==> src/rtl/proc_err_monitor.sv <==
// proc_err_monitor: conditions the raw reset for the RISC-V core (two-flop
// synchronizer plus a programmable hold stretch). It then watches the core
// status strobes and a retire-based watchdog. It latches a sticky error or
// clean-halt result and keeps cycle, retire and error-cycle counts for
// end-of-test checks.
module proc_err_monitor #(
  parameter int HOLD_CYCLES = 2,
  parameter int WDOG_CYCLES = 64,
  parameter int CNT_W       = 32
) (
  input  logic             clk,
  input  logic             rst_n,
  output logic             core_rst_n,
  input  logic             retire,
  input  logic             halt,
  input  logic             illegal_instr,
  input  logic             mem_misalign,
  output logic             err,
  output logic [1:0]       err_code,
  output logic             done,
  output logic [CNT_W-1:0] cycle_count,
  output logic [CNT_W-1:0] retire_count,
  output logic [CNT_W-1:0] err_cycle
);

  typedef enum logic [2:0] {
    ST_RESET,
    ST_HOLD,
    ST_RUN,
    ST_ERROR,
    ST_HALTED
  } state_t;

  localparam logic [3:0] HOLD_LAST = 4'(HOLD_CYCLES - 1);
  localparam logic [7:0] WDOG_LAST = 8'(WDOG_CYCLES - 1);

  localparam logic [1:0] CODE_ILLEGAL  = 2'd1;
  localparam logic [1:0] CODE_MISALIGN = 2'd2;
  localparam logic [1:0] CODE_WDOG     = 2'd3;

  state_t     state;
  logic       sync1;
  logic       sync2;
  logic [3:0] hold_cnt;
  logic [7:0] wdog_cnt;
  logic       wdog_fire;

  // Saturating increment so long runs pin at all-ones instead of wrapping.
  function automatic logic [CNT_W-1:0] sat_inc(input logic [CNT_W-1:0] v);
    return (&v) ? v : v + CNT_W'(1);
  endfunction

  // The watchdog fires on the WDOG_CYCLES-th consecutive cycle without a retire.
  assign wdog_fire = !retire && (wdog_cnt == WDOG_LAST);

  // Two-flop synchronizer for the release edge of the raw reset.
  always_ff @(posedge clk or negedge rst_n) begin
    if (!rst_n) begin
      sync1 <= 1'b0;
      sync2 <= 1'b0;
    end else begin
      sync1 <= 1'b1;
      sync2 <= sync1;
    end
  end

  // Control FSM with registered outputs and counters.
  always_ff @(posedge clk or negedge rst_n) begin
    if (!rst_n) begin
      state        <= ST_RESET;
      hold_cnt     <= '0;
      wdog_cnt     <= '0;
      core_rst_n   <= 1'b0;
      err          <= 1'b0;
      err_code     <= '0;
      done         <= 1'b0;
      cycle_count  <= '0;
      retire_count <= '0;
      err_cycle    <= '0;
    end else begin
      case (state)
        ST_RESET: begin
          // The edge on which the synchronized reset is first seen high
          // counts as the first hold cycle. As a result, core_rst_n
          // releases HOLD_CYCLES edges after the synchronizer output rises.
          if (sync2) begin
            if (HOLD_CYCLES == 1) begin
              state      <= ST_RUN;
              core_rst_n <= 1'b1;
            end else begin
              state    <= ST_HOLD;
              hold_cnt <= 4'd1;
            end
          end
        end

        ST_HOLD: begin
          if (hold_cnt == HOLD_LAST) begin
            state      <= ST_RUN;
            core_rst_n <= 1'b1;
          end else begin
            hold_cnt <= hold_cnt + 4'd1;
          end
        end

        ST_RUN: begin
          cycle_count <= sat_inc(cycle_count);
          if (retire) begin
            retire_count <= sat_inc(retire_count);
            wdog_cnt     <= '0;
          end else begin
            wdog_cnt <= wdog_cnt + 8'd1;
          end

          if (illegal_instr) begin
            state     <= ST_ERROR;
            err       <= 1'b1;
            err_code  <= CODE_ILLEGAL;
            err_cycle <= cycle_count;
          end else if (mem_misalign) begin
            state     <= ST_ERROR;
            err       <= 1'b1;
            err_code  <= CODE_MISALIGN;
            err_cycle <= cycle_count;
          end else if (wdog_fire) begin
            state     <= ST_ERROR;
            err       <= 1'b1;
            err_code  <= CODE_WDOG;
            err_cycle <= cycle_count;
          end else if (halt) begin
            state <= ST_HALTED;
            done  <= 1'b1;
          end
        end

        // ERROR and HALTED hold everything until the raw reset is asserted.
        default: begin
          state <= state;
        end
      endcase
    end
  end

endmodule

==> config.mk <==
export PLATFORM = sky130hd
export DESIGN_NAME = proc_err_monitor
export DESIGN_NICKNAME = d
export VERILOG_FILES = /design/src/rtl/proc_err_monitor.sv
export SDC_FILE = /design/constraint.sdc
export NUM_CORES = 1
export LEC_CHECK = 0
export CAP_MARGIN = 15
export CORE_UTILIZATION = 39
export DETAILED_ROUTE_END_ITERATION = 6
export PLACE_DENSITY_LB_ADDON = 0.05
export SLEW_MARGIN = 20
export SYNTH_ARGS = -nofsm -noshare
export SYNTH_HDL_FRONTEND = slang
export SYNTH_SLANG_ARGS = --single-unit
export TNS_END_PERCENT = 100
==> constraint.sdc <==
create_clock -name clk -period 6.95 [get_ports clk]
set_clock_uncertainty 0.1 [all_clocks]
set_input_delay 1.0425 -clock clk [delete_from_list [all_inputs] [get_ports clk]]
set_output_delay 1.0425 -clock clk [all_outputs]
set_load 0.05 [all_outputs]
## Word level (Yosys, flattened, before mapping)

Cells that the tools add are included.

| cells by class | value |
|---|---|
| add/subtract/negate cells | 4 |
| $mul | 0 |
| div/mod/pow operators | 0 |
| $lt $le $gt $ge | 0 |
| eq/ne operators | 8 |
| shift operators | 0 |
| mux-type cells | 20 |
| bitwise operators | 5 |
| reduce and logical (&&, ||, !) cells | 15 |

Operator list:

| cell | count |
|---|---|
| two-way mux 32 bit | 3 |
| adder 32 x 1 -> 32 bit (second input constant) | 2 |
| AND reduction 32 bit | 2 |
| two-way mux 3 bit | 6 |
| case mux 3 bit (3 select lines) | 1 |
| adder 8 x 1 -> 8 bit (second input constant) | 1 |
| == test 8 x 6 -> 1 bit (second input constant) | 1 |
| two-way mux 4 bit | 2 |
| two-way mux 8 bit | 1 |
| case mux 4 bit (2 select lines) | 1 |
| two-way mux 2 bit | 3 |
| != test 2 bit (second input constant) | 3 |
| AND reduction 2 bit | 3 |
| AND reduction 3 bit | 2 |
| nonzero test 3 bit | 2 |
| != test 5 bit (second input constant) | 1 |
| NOT 1 bit | 5 |
| AND reduction 5 bit | 1 |
| adder 4 x 1 -> 4 bit (second input constant) | 1 |
| == test 4 x 1 -> 1 bit (second input constant) | 1 |
| AND reduction 4 bit | 1 |
| == test 3 x 1 -> 1 bit (second input constant) | 1 |
| == test 3 x 2 -> 1 bit (second input constant) | 1 |
| logical NOT 3 bit | 1 |
| other kinds (4) | 6 |

| storage, ports and cells | value |
|---|---|
| register bits after elaboration | 118 |
| latch bits | 0 |
| RAM bits | 0 |
| bits in read-only memories | 0 |
| bits of input ports | 6 |
| output and inout bits | 101 |
| word-level logic and storage cells | 64 |
| memories | 0 |

## Depth between registers and ports, before layout

| depth | value |
|---|---|
| word-level depth | 6 |
| mapped depth | 8 |
| depth with buffers taken out | 6 |

## Worst setup path before layout

No wires, ideal clock.

| path | value |
|---|---|
| path type | reg2reg |
| start | reg retire_count[25] |
| end | reg retire_count[1] |
| setup time | 0.125 ns |
| data arrival time | 2.469 ns |
| data required time | 6.725 ns |
| slack | 4.256 ns |
| cell stages (with the launch flop) | 7 |
| buffers on the path | 1 |
| period minus slack after synthesis | 2.694 ns |
| cells stage by stage | dfrtp_1 nand4_2 or4_4 or4_4 buf_6 nand2_4 mux2_4 |

| on the way | value |
|---|---|
| cells in the longest elaborated chain, start to end | 3 |

Ends and longest elaborated chain:

| item | RTL line | text |
|---|---|---|
| start, declared | 22 | `output logic [CNT_W-1:0] retire_count,` |
| start signal, assigned | 109 | `retire_count <= sat_inc(retire_count);` |
| AND reduction 32 bit | 50 | `return (&v) ? v : v + CNT_W'(1);` |
| NOT 1 bit (no source line) | n/a |  |
| AND reduction 3 bit (no source line) | n/a |  |

Every way passes these cells.
A chain may end at the register's enable or synchronous reset.

## Worst setup path in the final report

| path | value |
|---|---|
| start | in retire |
| end | reg err_cycle[1] |

| on the way | value |
|---|---|
| cells in the longest elaborated chain, start to end | 4 |

Ends and longest elaborated chain:

| item | RTL line | text |
|---|---|---|
| start, declared | 14 | `input logic retire,` |
| logical NOT 1 bit | 54 | `assign wdog_fire = !retire && (wdog_cnt == WDOG_LAST);` |
| logical AND 1 bit | 54 |  |
| nonzero test 3 bit (no source line) | n/a |  |
| AND reduction 2 bit (no source line) | n/a |  |
| end signal, assigned | 119 | `err_cycle <= cycle_count;` |
| end signal, assigned | 124 | `err_cycle <= cycle_count;` |
| end signal, assigned | 129 | `err_cycle <= cycle_count;` |
| end, declared | 23 | `output logic [CNT_W-1:0] err_cycle` |

Every way passes these cells.

==> key figures <==
STA
  – RSZ-0062 raised after global routing: no
  – Final setup viols: 0
  – Slew HR: 38.8%
  – Fin crit period: 3.47 ns
  – Final Cycle Share: 49.9%
  – Final hold viol count: 0
  – Fin. max-slew vios: 0
  – Fmax: ~290 MHz
  – Actual slew at the worst max-slew pin: 0.917 ns
  – Setup TNS: 0 ns

Global route
  – First-pass GRT wire length: 19300 um
  – Largest net degree at the start of global routing: 74
  – Antenna violations before repair: 0
  – Grt ovf: 0
  – Number of global-route vias before repair: a little under 4000
  – All-Layer GR Usage: 17.8%

Clock tree
  – Total CTS buffers: 17
  – CTS Root Cell: clkbuf_16
  – H-Tree Depth: 4
  – Clock transition at path regs: around 0.05 ns
  – Clock sinks: approximately 120
  – # resized after CTS: 0
  – Hold bufs inserted after CTS: 0
  – CTS Buffer Depth: 2
  – CTS tree: done
  – Worst-Skew Late Latency: 0.42 ns
  – Post-CTS Setup Inserts: 0

Placed design
  – PortBufs: 106
  – Routability-driven placement congestion ratio: about 0.8
  – DPL Wire Length: 7880 um
  – Placed insts: 717

Synth
  – Post-Syn Area: 5230 sq um
  – Top cell type's share of synthesized area: 56.5%
  – Synth warnings: 0
  – Synth Register Bits: 118
  – Post-synth top cells: dfrtp_1 (118), nand2_1 (37), xnor2_1 (36)
  – Synth area leaders: dfrtp_1 (56%), mux2_2 (7.1%), xnor2_1 (6.0%), xor2_1 (4.0%), nand4_1 (3.0%)
  – Prevailing post-synth register cell: dfrtp_1
  – Synthesized area per cell: approximately 12 sq um
  – Count leader, synth: dfrtp_1
  – Synth cell types: 48
  – Synth Instances: 451
  – Register area share after synthesis: 56.5%
  – Ys async rst share: 100%
  – EDFF count, synth: 0
  – Cell taking the most area after synthesis: dfrtp_1
  – Post-Syn Nets: 462

Drt
  – Vias: about 3800
  – Via/cell ratio: a little over 5
  – Detail Route Antenna Nets: 0
  – Final routed DRC violation total: 0
  – Detailed Route Iter0 Violations: 190
  – Iteration count of the initial detailed-routing pass: 4
  – WL per Instance: between 15 and 20 um
  – Post-Route WL: 11600 um

Critical path
  – CP Cell Sequence: clkdlybuf4s50_1 > inv_1 > a311oi_1 > nand2b_2 > mux2_2
  – Worst Path Arrival: 3.67 ns
  – Crit end category: register
  – Crit-path max FO: 38
  – Slowest stage delay, CP: 0.84 ns
  – Critical-path top delay cell: nand2b_2
  – Data required time at the worst endpoint: slightly above 7 ns
  – WS Path Type: in -> reg
  – CP startpoint kind: input port

Floorplan
  – Ports: 107
  – Die ar.: ~14000 sq um
  – Die height: approximately 120 um
  – DIE WIDTH: 118 um
  – Core area: 12800 sq um
  – Std cell rows: 41
  – Initial Util: 40.8%

Finish
  – Layout cells sized above 1: 13.9%
  – Nets: 575
  – FILL cells: between 1000 and 1500
  – Utilization after layout: a little over half
  – Area Growth Syn to Fin: 34.5%
  – Fin cells: roughly 750
  – Antenna fix cells: 0

Flow run
  – Max cap viols: 0

Min path
  – HP Class: reg -> reg

Power and ir drop
  – Maximum VDD drop: ~170 uV
  – Power density over the cells: approximately 270 nW/um^2
  – Leak: around 3.1 nW

Run status
  – Outcome: completed
[final timing paths]
path | start | end | slack (ns) | cells past startpoint
worst max-delay path | retire | err_cycle[1] | 3.48 | 5
worst min-delay path | sync1 | sync2 | 0.25 | 0
worst max register to register | wdog_cnt[0] | err_cycle[1] | 4.00 | 5
worst min register to register | sync1 | sync2 | 0.25 | 0
max in group asynchronous | rst_n | err_cycle[6] | 4.88 | 2
min in group asynchronous | rst_n | retire_count[28] | 0.52 | 1
[sequential cells by signal, indices dropped and copies added (netlist names)]
| register | count |
|---|---|
| sync1 | 1 |
| err_code | 2 |
| retire_count | 32 |
| hold_cnt | 4 |
| err | 1 |
| done | 1 |
| wdog_cnt | 8 |
| core_rst_n | 1 |
| err_cycle | 32 |
| sync2 | 1 |
| cycle_count | 32 |
| state | 3 |
[worst max-delay path, delay by kind of cell]
| kind | cells | cell delay [ns] |
|---|---|---|
| and+or+nand+nor | 1 | 0.84 |
| AOI/OAI and AO/OA | 1 | 0.55 |
| buffers and inverters | 2 | 0.80 |
| muxes | 1 | 0.42 |
[layer usage]
layer | global-route usage [%] | wire (um) | up-vias | share of wire [%]
met5 | 0 | 0 | - | 0
met4 | 7.93 | 210 | 0 | 1.8
met3 | 5.57 | 470 | 17 | 4.1
met2 | 28.1 | 5420 | 82 | 47
met1 | 22.4 | 5490 | 1877 | 47
li1 | - | - | 1849 | -
[report_power, final]
part,total [mW],internal (mW),switching (mW)
Clock,0.851,0.550,0.301
Sequential,0.794,0.737,0.0567
Combinational,0.280,0.105,0.175
[kinds of logic (layout without fill, tap and decap cells)]
kind of cell             after synthesis  count (layout)  share of synthesized area, %
XOR/XNOR                              60              60                          10.1
multiplexers                          35              35                          7.59
AND/OR/NAND/NOR                      171             171                          17.6
other                                  1               1                        0.0718
buffers and inverters                 20             146                          1.77
adder cells (fa/ha/maj)                5               5                          1.20
AO/OA/AOI/OAI                         41              41                          5.22
flip-flops                           118             118                          56.5
[cells in the final DEF, fill, tap and decap left out, drive strengths merged, types with 7 or more instances in the layout]
master / n
dfrtp: 118
clkdlybuf4s50: 105
nand2: 38
xnor2: 36
mux2: 34
nor2: 26
nand4: 26
nand3: 25
xor2: 24
clkbuf: 22
o21ai: 17
nor3: 16
and3: 13
clkinv: 7
and4: 7
[layout make-up]
| cell class | count | area, sq um | area share (%) |
|---|---|---|---|
| inverters | 5 | 18.8 | 0.267 |
| clock inverters | 10 | 103 | 1.46 |
| well taps | 172 | 215 | 3.06 |
| multi-input cells | 313 | 2180 | 31.1 |
| repair buffers | 109 | 1080 | 15.4 |
| clock buffers | 22 | 474 | 6.75 |
| flip-flops and latches | 118 | 2950 | 42.0 |
[metrics by stage]
step           hold slack, ns  cell area (sq um)  total power, mW  setup WS [ns]
3_5_place_dp            0.235               6450             1.09           2.99
2_1_floorplan           0.231               5230            0.981           4.26
4_1_cts                 0.247               7030             1.95           3.42
5_1_grt                 0.251               7030             2.01           3.31
3_3_place_gp            0.237               6450             1.08           3.07
6_report                0.246               7030             1.92           3.48
No activity file was read; power rests on OpenSTA's default activity.
